==> config.mk <==
export PLATFORM = sky130hd
export DESIGN_NAME = ex_stage
export DESIGN_NICKNAME = d
export VERILOG_FILES = /design/src/rtl/ex_stage.sv
export SDC_FILE = /design/constraint.sdc
export NUM_CORES = 1
export LEC_CHECK = 0
export BUFFER_PORTS_ARGS = -buffer_cell sky130_fd_sc_hd__buf_2
export CAP_MARGIN = 10
export CORE_ASPECT_RATIO = 0.5
export CORE_UTILIZATION = 46
export DETAILED_ROUTE_END_ITERATION = 8
export GPL_TIMING_DRIVEN = 0
export PLACE_DENSITY = 0.65
export SETUP_SLACK_MARGIN = 0.05
export SYNTH_ARGS = -nofsm -noshare
export SYNTH_HDL_FRONTEND = slang
export SYNTH_SLANG_ARGS = --single-unit
==> constraint.sdc <==
create_clock -name clk -period 7.2 [get_ports clk]
set_clock_uncertainty 0.15 [all_clocks]
set_input_delay 1.08 -clock clk [delete_from_list [all_inputs] [get_ports clk]]
set_output_delay 1.08 -clock clk [all_outputs]
set_load 0.05 [all_outputs]
==> src/rtl/ex_stage.sv <==
// ex_stage: MIPS execute stage with ALU decode, branch-target adder, iterative
// shift-add multiplier and the EX/MEM pipeline register.
`default_nettype none

module ex_stage #(
  parameter int DATA_W    = 32,
  parameter int MUL_STEPS = 32
) (
  input  logic              clk,
  input  logic              rst_n,
  input  logic [1:0]        ctlwb_in,
  input  logic [2:0]        ctlm_in,
  input  logic              regdst,
  input  logic              alusrc,
  input  logic [1:0]        aluop,
  input  logic [DATA_W-1:0] npc,
  input  logic [DATA_W-1:0] rdata1,
  input  logic [DATA_W-1:0] rdata2,
  input  logic [DATA_W-1:0] s_extend,
  input  logic [4:0]        instr_2016,
  input  logic [4:0]        instr_1511,
  input  logic              in_valid,
  input  logic              flush,
  input  logic              hold,
  output logic              busy,
  output logic [1:0]        wb_ctlout,
  output logic [2:0]        m_ctlout,
  output logic [DATA_W-1:0] add_result,
  output logic              zero,
  output logic [DATA_W-1:0] alu_result,
  output logic [DATA_W-1:0] rdata2out,
  output logic [4:0]        muxout,
  output logic              out_valid
);

  localparam int c_cnt_w = $clog2(MUL_STEPS + 1);
  localparam logic [c_cnt_w-1:0] c_last = c_cnt_w'(MUL_STEPS - 1);
  localparam logic [c_cnt_w-1:0] c_done = c_cnt_w'(MUL_STEPS);
  localparam logic [c_cnt_w-1:0] c_one  = c_cnt_w'(1);

  localparam logic [5:0] c_fn_add  = 6'h20;
  localparam logic [5:0] c_fn_sub  = 6'h22;
  localparam logic [5:0] c_fn_and  = 6'h24;
  localparam logic [5:0] c_fn_or   = 6'h25;
  localparam logic [5:0] c_fn_slt  = 6'h2A;
  localparam logic [5:0] c_fn_mult = 6'h18;

  typedef enum logic [0:0] {
    S_IDLE = 1'b0,
    S_MUL  = 1'b1
  } state_t;

  state_t r_state;
  state_t w_state_nxt;

  logic [DATA_W-1:0] w_opb;
  logic [DATA_W-1:0] w_alu;
  logic [DATA_W-1:0] w_btgt;
  logic [4:0]        w_dst;
  logic              w_is_mult;

  logic w_clear;
  logic w_ld_alu;
  logic w_ld_mul;
  logic w_start;

  logic [DATA_W-1:0]  r_ma;
  logic [DATA_W-1:0]  r_mb;
  logic [DATA_W-1:0]  r_acc;
  logic [c_cnt_w-1:0] r_step_cnt;
  logic [DATA_W-1:0]  w_acc_nxt;
  logic [DATA_W-1:0]  w_prod;

  logic [1:0]        r_p_wb;
  logic [2:0]        r_p_m;
  logic [DATA_W-1:0] r_p_add;
  logic [DATA_W-1:0] r_p_rd2;
  logic [4:0]        r_p_dst;

  logic [1:0]        r_wb;
  logic [2:0]        r_m;
  logic [DATA_W-1:0] r_add;
  logic              r_zero;
  logic [DATA_W-1:0] r_alu;
  logic [DATA_W-1:0] r_rd2;
  logic [4:0]        r_dst;
  logic              r_valid;

  // Operand select, destination select, branch target and ALU decode
  always_comb begin
    w_opb     = alusrc ? s_extend : rdata2;
    w_dst     = regdst ? instr_1511 : instr_2016;
    w_btgt    = npc + {s_extend[DATA_W-3:0], 2'b00};
    w_is_mult = 1'b0;
    w_alu     = '0;
    case (aluop)
      2'b00: w_alu = rdata1 + w_opb;
      2'b01: w_alu = rdata1 - w_opb;
      2'b11: w_alu = rdata1 | w_opb;
      default: begin
        case (s_extend[5:0])
          c_fn_add:  w_alu = rdata1 + w_opb;
          c_fn_sub:  w_alu = rdata1 - w_opb;
          c_fn_and:  w_alu = rdata1 & w_opb;
          c_fn_or:   w_alu = rdata1 | w_opb;
          c_fn_slt:  w_alu = {{(DATA_W-1){1'b0}}, ($signed(rdata1) < $signed(w_opb))};
          c_fn_mult: w_is_mult = 1'b1;
          default:   w_alu = '0;
        endcase
      end
    endcase
  end

  always_comb begin
    w_acc_nxt = r_acc + (r_mb[0] ? r_ma : '0);
    // The final step and the EX/MEM load share one edge unless hold stretched it.
    w_prod    = (r_step_cnt == c_done) ? r_acc : w_acc_nxt;
  end

  always_ff @(posedge clk or negedge rst_n) begin
    if (!rst_n) begin
      r_state <= S_IDLE;
    end else begin
      r_state <= w_state_nxt;
    end
  end

  always_comb begin
    w_state_nxt = r_state;
    w_clear     = 1'b0;
    w_ld_alu    = 1'b0;
    w_ld_mul    = 1'b0;
    w_start     = 1'b0;
    if (flush) begin
      w_state_nxt = S_IDLE;
      w_clear     = 1'b1;
    end else begin
      case (r_state)
        S_IDLE: begin
          if (!hold) begin
            if (in_valid && w_is_mult) begin
              w_start     = 1'b1;
              w_state_nxt = S_MUL;
            end else begin
              w_ld_alu = 1'b1;
            end
          end
        end
        S_MUL: begin
          if (!hold && (r_step_cnt >= c_last)) begin
            w_ld_mul    = 1'b1;
            w_state_nxt = S_IDLE;
          end
        end
        default: w_state_nxt = S_IDLE;
      endcase
    end
  end

  assign busy = (r_state == S_MUL) | hold;

  // Shift-add multiplier; A shifts left, B shifts right, one partial product per edge
  always_ff @(posedge clk or negedge rst_n) begin
    if (!rst_n) begin
      r_ma       <= '0;
      r_mb       <= '0;
      r_acc      <= '0;
      r_step_cnt <= '0;
      r_p_wb     <= '0;
      r_p_m      <= '0;
      r_p_add    <= '0;
      r_p_rd2    <= '0;
      r_p_dst    <= '0;
    end else if (w_clear) begin
      r_step_cnt <= '0;
    end else if (w_start) begin
      r_ma       <= rdata1;
      r_mb       <= w_opb;
      r_acc      <= '0;
      r_step_cnt <= '0;
      r_p_wb     <= ctlwb_in;
      r_p_m      <= ctlm_in;
      r_p_add    <= w_btgt;
      r_p_rd2    <= rdata2;
      r_p_dst    <= w_dst;
    end else if (r_state == S_MUL) begin
      if (r_step_cnt != c_done) begin
        r_acc      <= w_acc_nxt;
        r_ma       <= r_ma << 1;
        r_mb       <= r_mb >> 1;
        r_step_cnt <= r_step_cnt + c_one;
      end
      if (w_ld_mul) begin
        r_step_cnt <= '0;
      end
    end
  end

  // EX/MEM register
  always_ff @(posedge clk or negedge rst_n) begin
    if (!rst_n) begin
      r_wb    <= '0;
      r_m     <= '0;
      r_add   <= '0;
      r_zero  <= 1'b0;
      r_alu   <= '0;
      r_rd2   <= '0;
      r_dst   <= '0;
      r_valid <= 1'b0;
    end else if (w_clear || (w_ld_alu && !in_valid)) begin
      r_wb    <= '0;
      r_m     <= '0;
      r_add   <= '0;
      r_zero  <= 1'b0;
      r_alu   <= '0;
      r_rd2   <= '0;
      r_dst   <= '0;
      r_valid <= 1'b0;
    end else if (w_ld_alu) begin
      r_wb    <= ctlwb_in;
      r_m     <= ctlm_in;
      r_add   <= w_btgt;
      r_zero  <= (w_alu == '0);
      r_alu   <= w_alu;
      r_rd2   <= rdata2;
      r_dst   <= w_dst;
      r_valid <= 1'b1;
    end else if (w_ld_mul) begin
      r_wb    <= r_p_wb;
      r_m     <= r_p_m;
      r_add   <= r_p_add;
      r_zero  <= (w_prod == '0);
      r_alu   <= w_prod;
      r_rd2   <= r_p_rd2;
      r_dst   <= r_p_dst;
      r_valid <= 1'b1;
    end
  end

  assign wb_ctlout  = r_wb;
  assign m_ctlout   = r_m;
  assign add_result = r_add;
  assign zero       = r_zero;
  assign alu_result = r_alu;
  assign rdata2out  = r_rd2;
  assign muxout     = r_dst;
  assign out_valid  = r_valid;

endmodule

`default_nettype wire
==> impl_metrics.csv <==
group,metric,value,unit
outcome,status,"finished, final reports clean",
sta,timing.final.setup_violations,0,
sta,setup_slack,0.247,ns
global_routing,grt.total_usage,34.0,%
yosys,synth-main-ff-cell,"sky130_fd_sc_hd__dfrtp_1",
sta,timing.max_slew.rel_slack,20.0,%
yosys,synth_compound_gate_area_share,23.6,%
floorplanning,start_util,47.1,%
yosys,netlist-cell-type-count,94,
layout,final_net_count,3251,
place,gpl.final_weighted_congestion,1.03,
critical_path,cp.arrival,7.29,ns
clock_network,clock_path_buffers,3,
power_and_ir_drop,vdd_ir_drop_max,0.166,mV
sta,finalMaxSlewViolations,0,
critical_path,setup.worst_path.start,"alusrc",
place,setup_slack_at_placement,-0.693,ns
sta,period_minus_slack,6.95,ns
routing,detail_route.iter0.violations,2484,
routing,drtAntennaViolNets,0,
layout,num-fill-cells,4431,
clock_network,clock_latency,0.62,ns
yosys,yosysWarnings,0,
place,place_hpwl,65200,microns
critical_path,worstReg2RegStart,"r_mb[0]",
routing,post-route-drc-count,0,
yosys,netlist_instances,2630,
yosys,mean_cell_area_of_the_mapped_netlist,8.18,sq um
global_routing,grt_max_degree,113,
yosys,post_synth_fa_ha_maj_area_fraction,10.6,%
clock_network,postCtsSetupRepairBufs,0,
yosys,count_of_flip_flops_with_a_built_in_enable_after_synthesis,0,
clock_network,htree_num_levels,1,
power_and_ir_drop,power,4.57,mW
floorplanning,die_area,0.0477,sq mm
hold_path,holdCritPathClass,"in -> async",
sta,hold_ws,0.266,ns
floorplanning,placementRows,55,
yosys,synth_nets,2962,
critical_path,path_max_fanout,10,
routing,detail_route.wirelength,83000,microns
floorplanning,die_x,308,microns
place,detailed_place.area,0.0237,sq mm
global_routing,first_global_vias,20400,
layout,post_route_design_area,0.0247,sq mm
routing,route.vias.total,21700,
global_routing,grt.overflow.total,0,
clock_network,clock-root-buffer,"sky130_fd_sc_hd__clkbuf_16",
clock_network,tritoncts_num_sinks,285,
sta,max_slew.worst_pin.slew,1.19,ns
job,cap_violations,0,
yosys,muxShareOfSynthArea,5.64,%
layout,share_of_final_layout_standard_cells_stronger_than_drive_strength_1,12.6,%
floorplanning,die-height,155,microns
critical_path,rr_endpoint,"zero",
sta,fmax,0.144,GHz
critical_path,crit_path_end_kind,"flip-flop",
critical_path,crit_path_end,"zero",
yosys,portion_of_the_post_synthesis_area_used_by_sequential_elements,33.2,%
yosys,postSynthRegisterBits,285,
power_and_ir_drop,leakagePower,11.8,nW
sta,period_share,96.6,%
place,io_buffer_count,255,
floorplanning,num_io_pins,261,
power_and_ir_drop,power_density,185,mW/mm^2
clock_network,tritoncts_clock_tree,"yes",
clock_network,cts_buffers,28,
critical_path,crit_path_start_kind,"input port",
place,placedCellCount,3516,
routing,wl_per_cell,23.2,microns
clock_network,clkSlewWorstSetupHoldPaths,0.07,ns
layout,area_growth_syn_to_fin,14.9,%
yosys,synth_simple_gate_area_share,17.8,%
sta,finalHoldViolCount,0,
routing,firstDrtPassIters,6,
critical_path,worstRegToRegCells,16,
routing,drt-vias-per-instance,6.06,
global_routing,grt_antenna_before_repair,12,
yosys,synth_xor_area_share,4.15,%
global_routing,first_pass_grt_wire_length,124000,microns
floorplanning,core_region_area,0.0457,sq mm
yosys,synth_top_family_by_area,"compound AO/OA/AOI/OAI gates",
yosys,syn_area,0.0215,sq mm
critical_path,worst-setup-path-type,"in -> reg",
yosys,synth-async-reset-ratio,100,%
critical_path,worst-r2r-setup-slack,1.88,ns
layout,final_cells,3575,
sta,rsz0062_at_grt,"false",
critical_path,crit_required,7.54,ns
==> sequential cells by signal, summed over array words and instances (netlist names), 6 cells and up <==
| register | count |
|---|---|
| rdata2out | 32 |
| r_p_rd2 | 32 |
| alu_result | 32 |
| r_mb | 32 |
| r_step_cnt | 6 |
| r_ma | 32 |
| r_p_add | 32 |
| r_acc | 32 |
| add_result | 32 |
==> power breakdown <==
| group | leakage [nW] | switching (mW) | internal, mW |
|---|---|---|---|
| Clock | 0.471 | 0.734 | 0.916 |
| Combinational | 7.38 | 0.840 | 0.401 |
| Sequential | 3.94 | 0.0319 | 1.65 |
| Total | 11.8 | 1.61 | 2.96 |
==> worst max-delay path: stages <==
cell                              delay [ns]
sky130_fd_sc_hd__clkbuf_1               0.35
sky130_fd_sc_hd__clkdlybuf4s15_2        0.61
sky130_fd_sc_hd__mux2i_2                0.59
sky130_fd_sc_hd__ha_1                   0.40
sky130_fd_sc_hd__clkbuf_1               0.26
sky130_fd_sc_hd__a211o_1                0.39
sky130_fd_sc_hd__o211ai_1               0.35
sky130_fd_sc_hd__a31oi_1                0.22
sky130_fd_sc_hd__a21oi_2                0.39
sky130_fd_sc_hd__o21ai_0                0.28
sky130_fd_sc_hd__a311oi_1               0.61
sky130_fd_sc_hd__a21oi_1                0.14
sky130_fd_sc_hd__a211oi_1               0.61
sky130_fd_sc_hd__and3_2                 0.30
sky130_fd_sc_hd__nand4_1                0.09
sky130_fd_sc_hd__or4_1                  0.49
sky130_fd_sc_hd__o211ai_1               0.11
==> worst min path at each step <==
stage                 from             end  slack [ns]
2_1_floorplan   r_p_add[0]      r_p_add[0]        0.29
3_3_place_gp   r_p_rd2[25]     r_p_rd2[25]        0.30
3_5_place_dp   r_p_rd2[23]     r_p_rd2[23]        0.31
4_1_cts              rst_n  add_result[19]        0.28
5_1_grt              rst_n  add_result[19]        0.31
6_report             rst_n  add_result[19]        0.27
==> cells in the final DEF (no fill, tap or decap), types with 112 or more instances in the layout <==
master                       n
sky130_fd_sc_hd__a21oi_1   212
sky130_fd_sc_hd__buf_2     257
sky130_fd_sc_hd__clkbuf_1  122
sky130_fd_sc_hd__dfrtp_1   285
sky130_fd_sc_hd__ha_1      176
sky130_fd_sc_hd__inv_1     120
sky130_fd_sc_hd__mux2i_1   112
sky130_fd_sc_hd__nand2_1   426
sky130_fd_sc_hd__nor2_1    191
sky130_fd_sc_hd__o21ai_0   266
==> metrics by stage <==
stage               TNS [ns]  util [%]
floorplan                  0         -
global placement     -201.14      51.6
detailed placement    -0.713      51.8
CTS                        0      54.0
global route               0      54.1
finish                     0      54.1
==> per-layer routing <==
| metal | up-vias | global-route usage [%] | wire length [microns] |
|---|---|---|---|
| li1 | 9878 | - | - |
| met1 | 10600 | 47.4 | 36400 |
| met2 | 979 | 53.6 | 36700 |
| met3 | 165 | 6.48 | 7360 |
| met4 | 2 | 10.0 | 2550 |
| met5 | - | 0 | 12 |
==> synth_stat cells, types with 6 or more instances <==
cell                         n  area, sq um
sky130_fd_sc_hd__a211o_1     9         78.8
sky130_fd_sc_hd__a211oi_1   19          143
sky130_fd_sc_hd__a21o_1     26          195
sky130_fd_sc_hd__a21oi_1   213         1070
sky130_fd_sc_hd__a221o_1     9         90.1
sky130_fd_sc_hd__a221oi_1   15          131
sky130_fd_sc_hd__a22o_1     13          114
sky130_fd_sc_hd__a22oi_1    22          165
sky130_fd_sc_hd__a31oi_1    15         93.8
sky130_fd_sc_hd__a41oi_1     7         61.3
sky130_fd_sc_hd__and2_1     46          288
sky130_fd_sc_hd__and3_1      8         50.1
sky130_fd_sc_hd__and4_1      7         61.3
sky130_fd_sc_hd__buf_1      12         45.0
sky130_fd_sc_hd__clkbuf_1  119          447
sky130_fd_sc_hd__dfrtp_1   285         7130
sky130_fd_sc_hd__ha_1      176         2200
sky130_fd_sc_hd__inv_1     120          450
sky130_fd_sc_hd__mux2i_1   120         1200
sky130_fd_sc_hd__nand2_1   426         1600
sky130_fd_sc_hd__nand2b_1   21          131
sky130_fd_sc_hd__nand3_1    26          130
sky130_fd_sc_hd__nand4_1    15         93.8
sky130_fd_sc_hd__nor2_1    191          717
sky130_fd_sc_hd__nor2b_1    17          106
sky130_fd_sc_hd__nor3_1     41          205
sky130_fd_sc_hd__nor4_1      8         50.1
sky130_fd_sc_hd__o211ai_1   14          105
sky130_fd_sc_hd__o21a_1     13         97.6
sky130_fd_sc_hd__o21ai_0   266         1330
sky130_fd_sc_hd__o21bai_1   27          203
sky130_fd_sc_hd__o221ai_1    8         70.1
sky130_fd_sc_hd__o22ai_1    60          375
sky130_fd_sc_hd__o31ai_1    21          158
sky130_fd_sc_hd__or2_2      10         62.6
sky130_fd_sc_hd__or4_1       6         45.0
sky130_fd_sc_hd__xnor2_1    71          622
sky130_fd_sc_hd__xor2_1     31          272
==> final cells by class <==
| cell class | count | area [sq um] | area share [%] |
|---|---|---|---|
| Multi-Input combinational cell | 2077 | 13300 | 53.9 |
| Sequential cell | 285 | 7130 | 28.8 |
| Timing Repair Buffer | 259 | 1360 | 5.50 |
| Tap cell | 627 | 785 | 3.17 |
| Clock buffer | 32 | 726 | 2.94 |
| Buffer | 145 | 642 | 2.60 |
| Inverter | 123 | 462 | 1.87 |
| Clock inverter | 20 | 277 | 1.12 |
| Antenna cell | 7 | 17.5 | 0.0709 |
==> what timing repair did <==
action,in CTS,in global routing
gates cloned,0,0
pin swaps,0,0
hold buffers,0,0
gates resized for setup,2,11
setup endpoints to repair,1,1
==> cell families (layout without fill, tap and decap cells) <==
family                     count (synthesis)  in the layout
DFF                                      285            285
muxes                                    121            121
and+or+nand+nor                          855            855
xor gates and xnor gates                 102            102
AOI/OAI and AO/OA                        819            819
buffers and inverters                    268            579
adders and majority gates                180            180
other                                      0              7
Power figures use the tool's default switching activity.
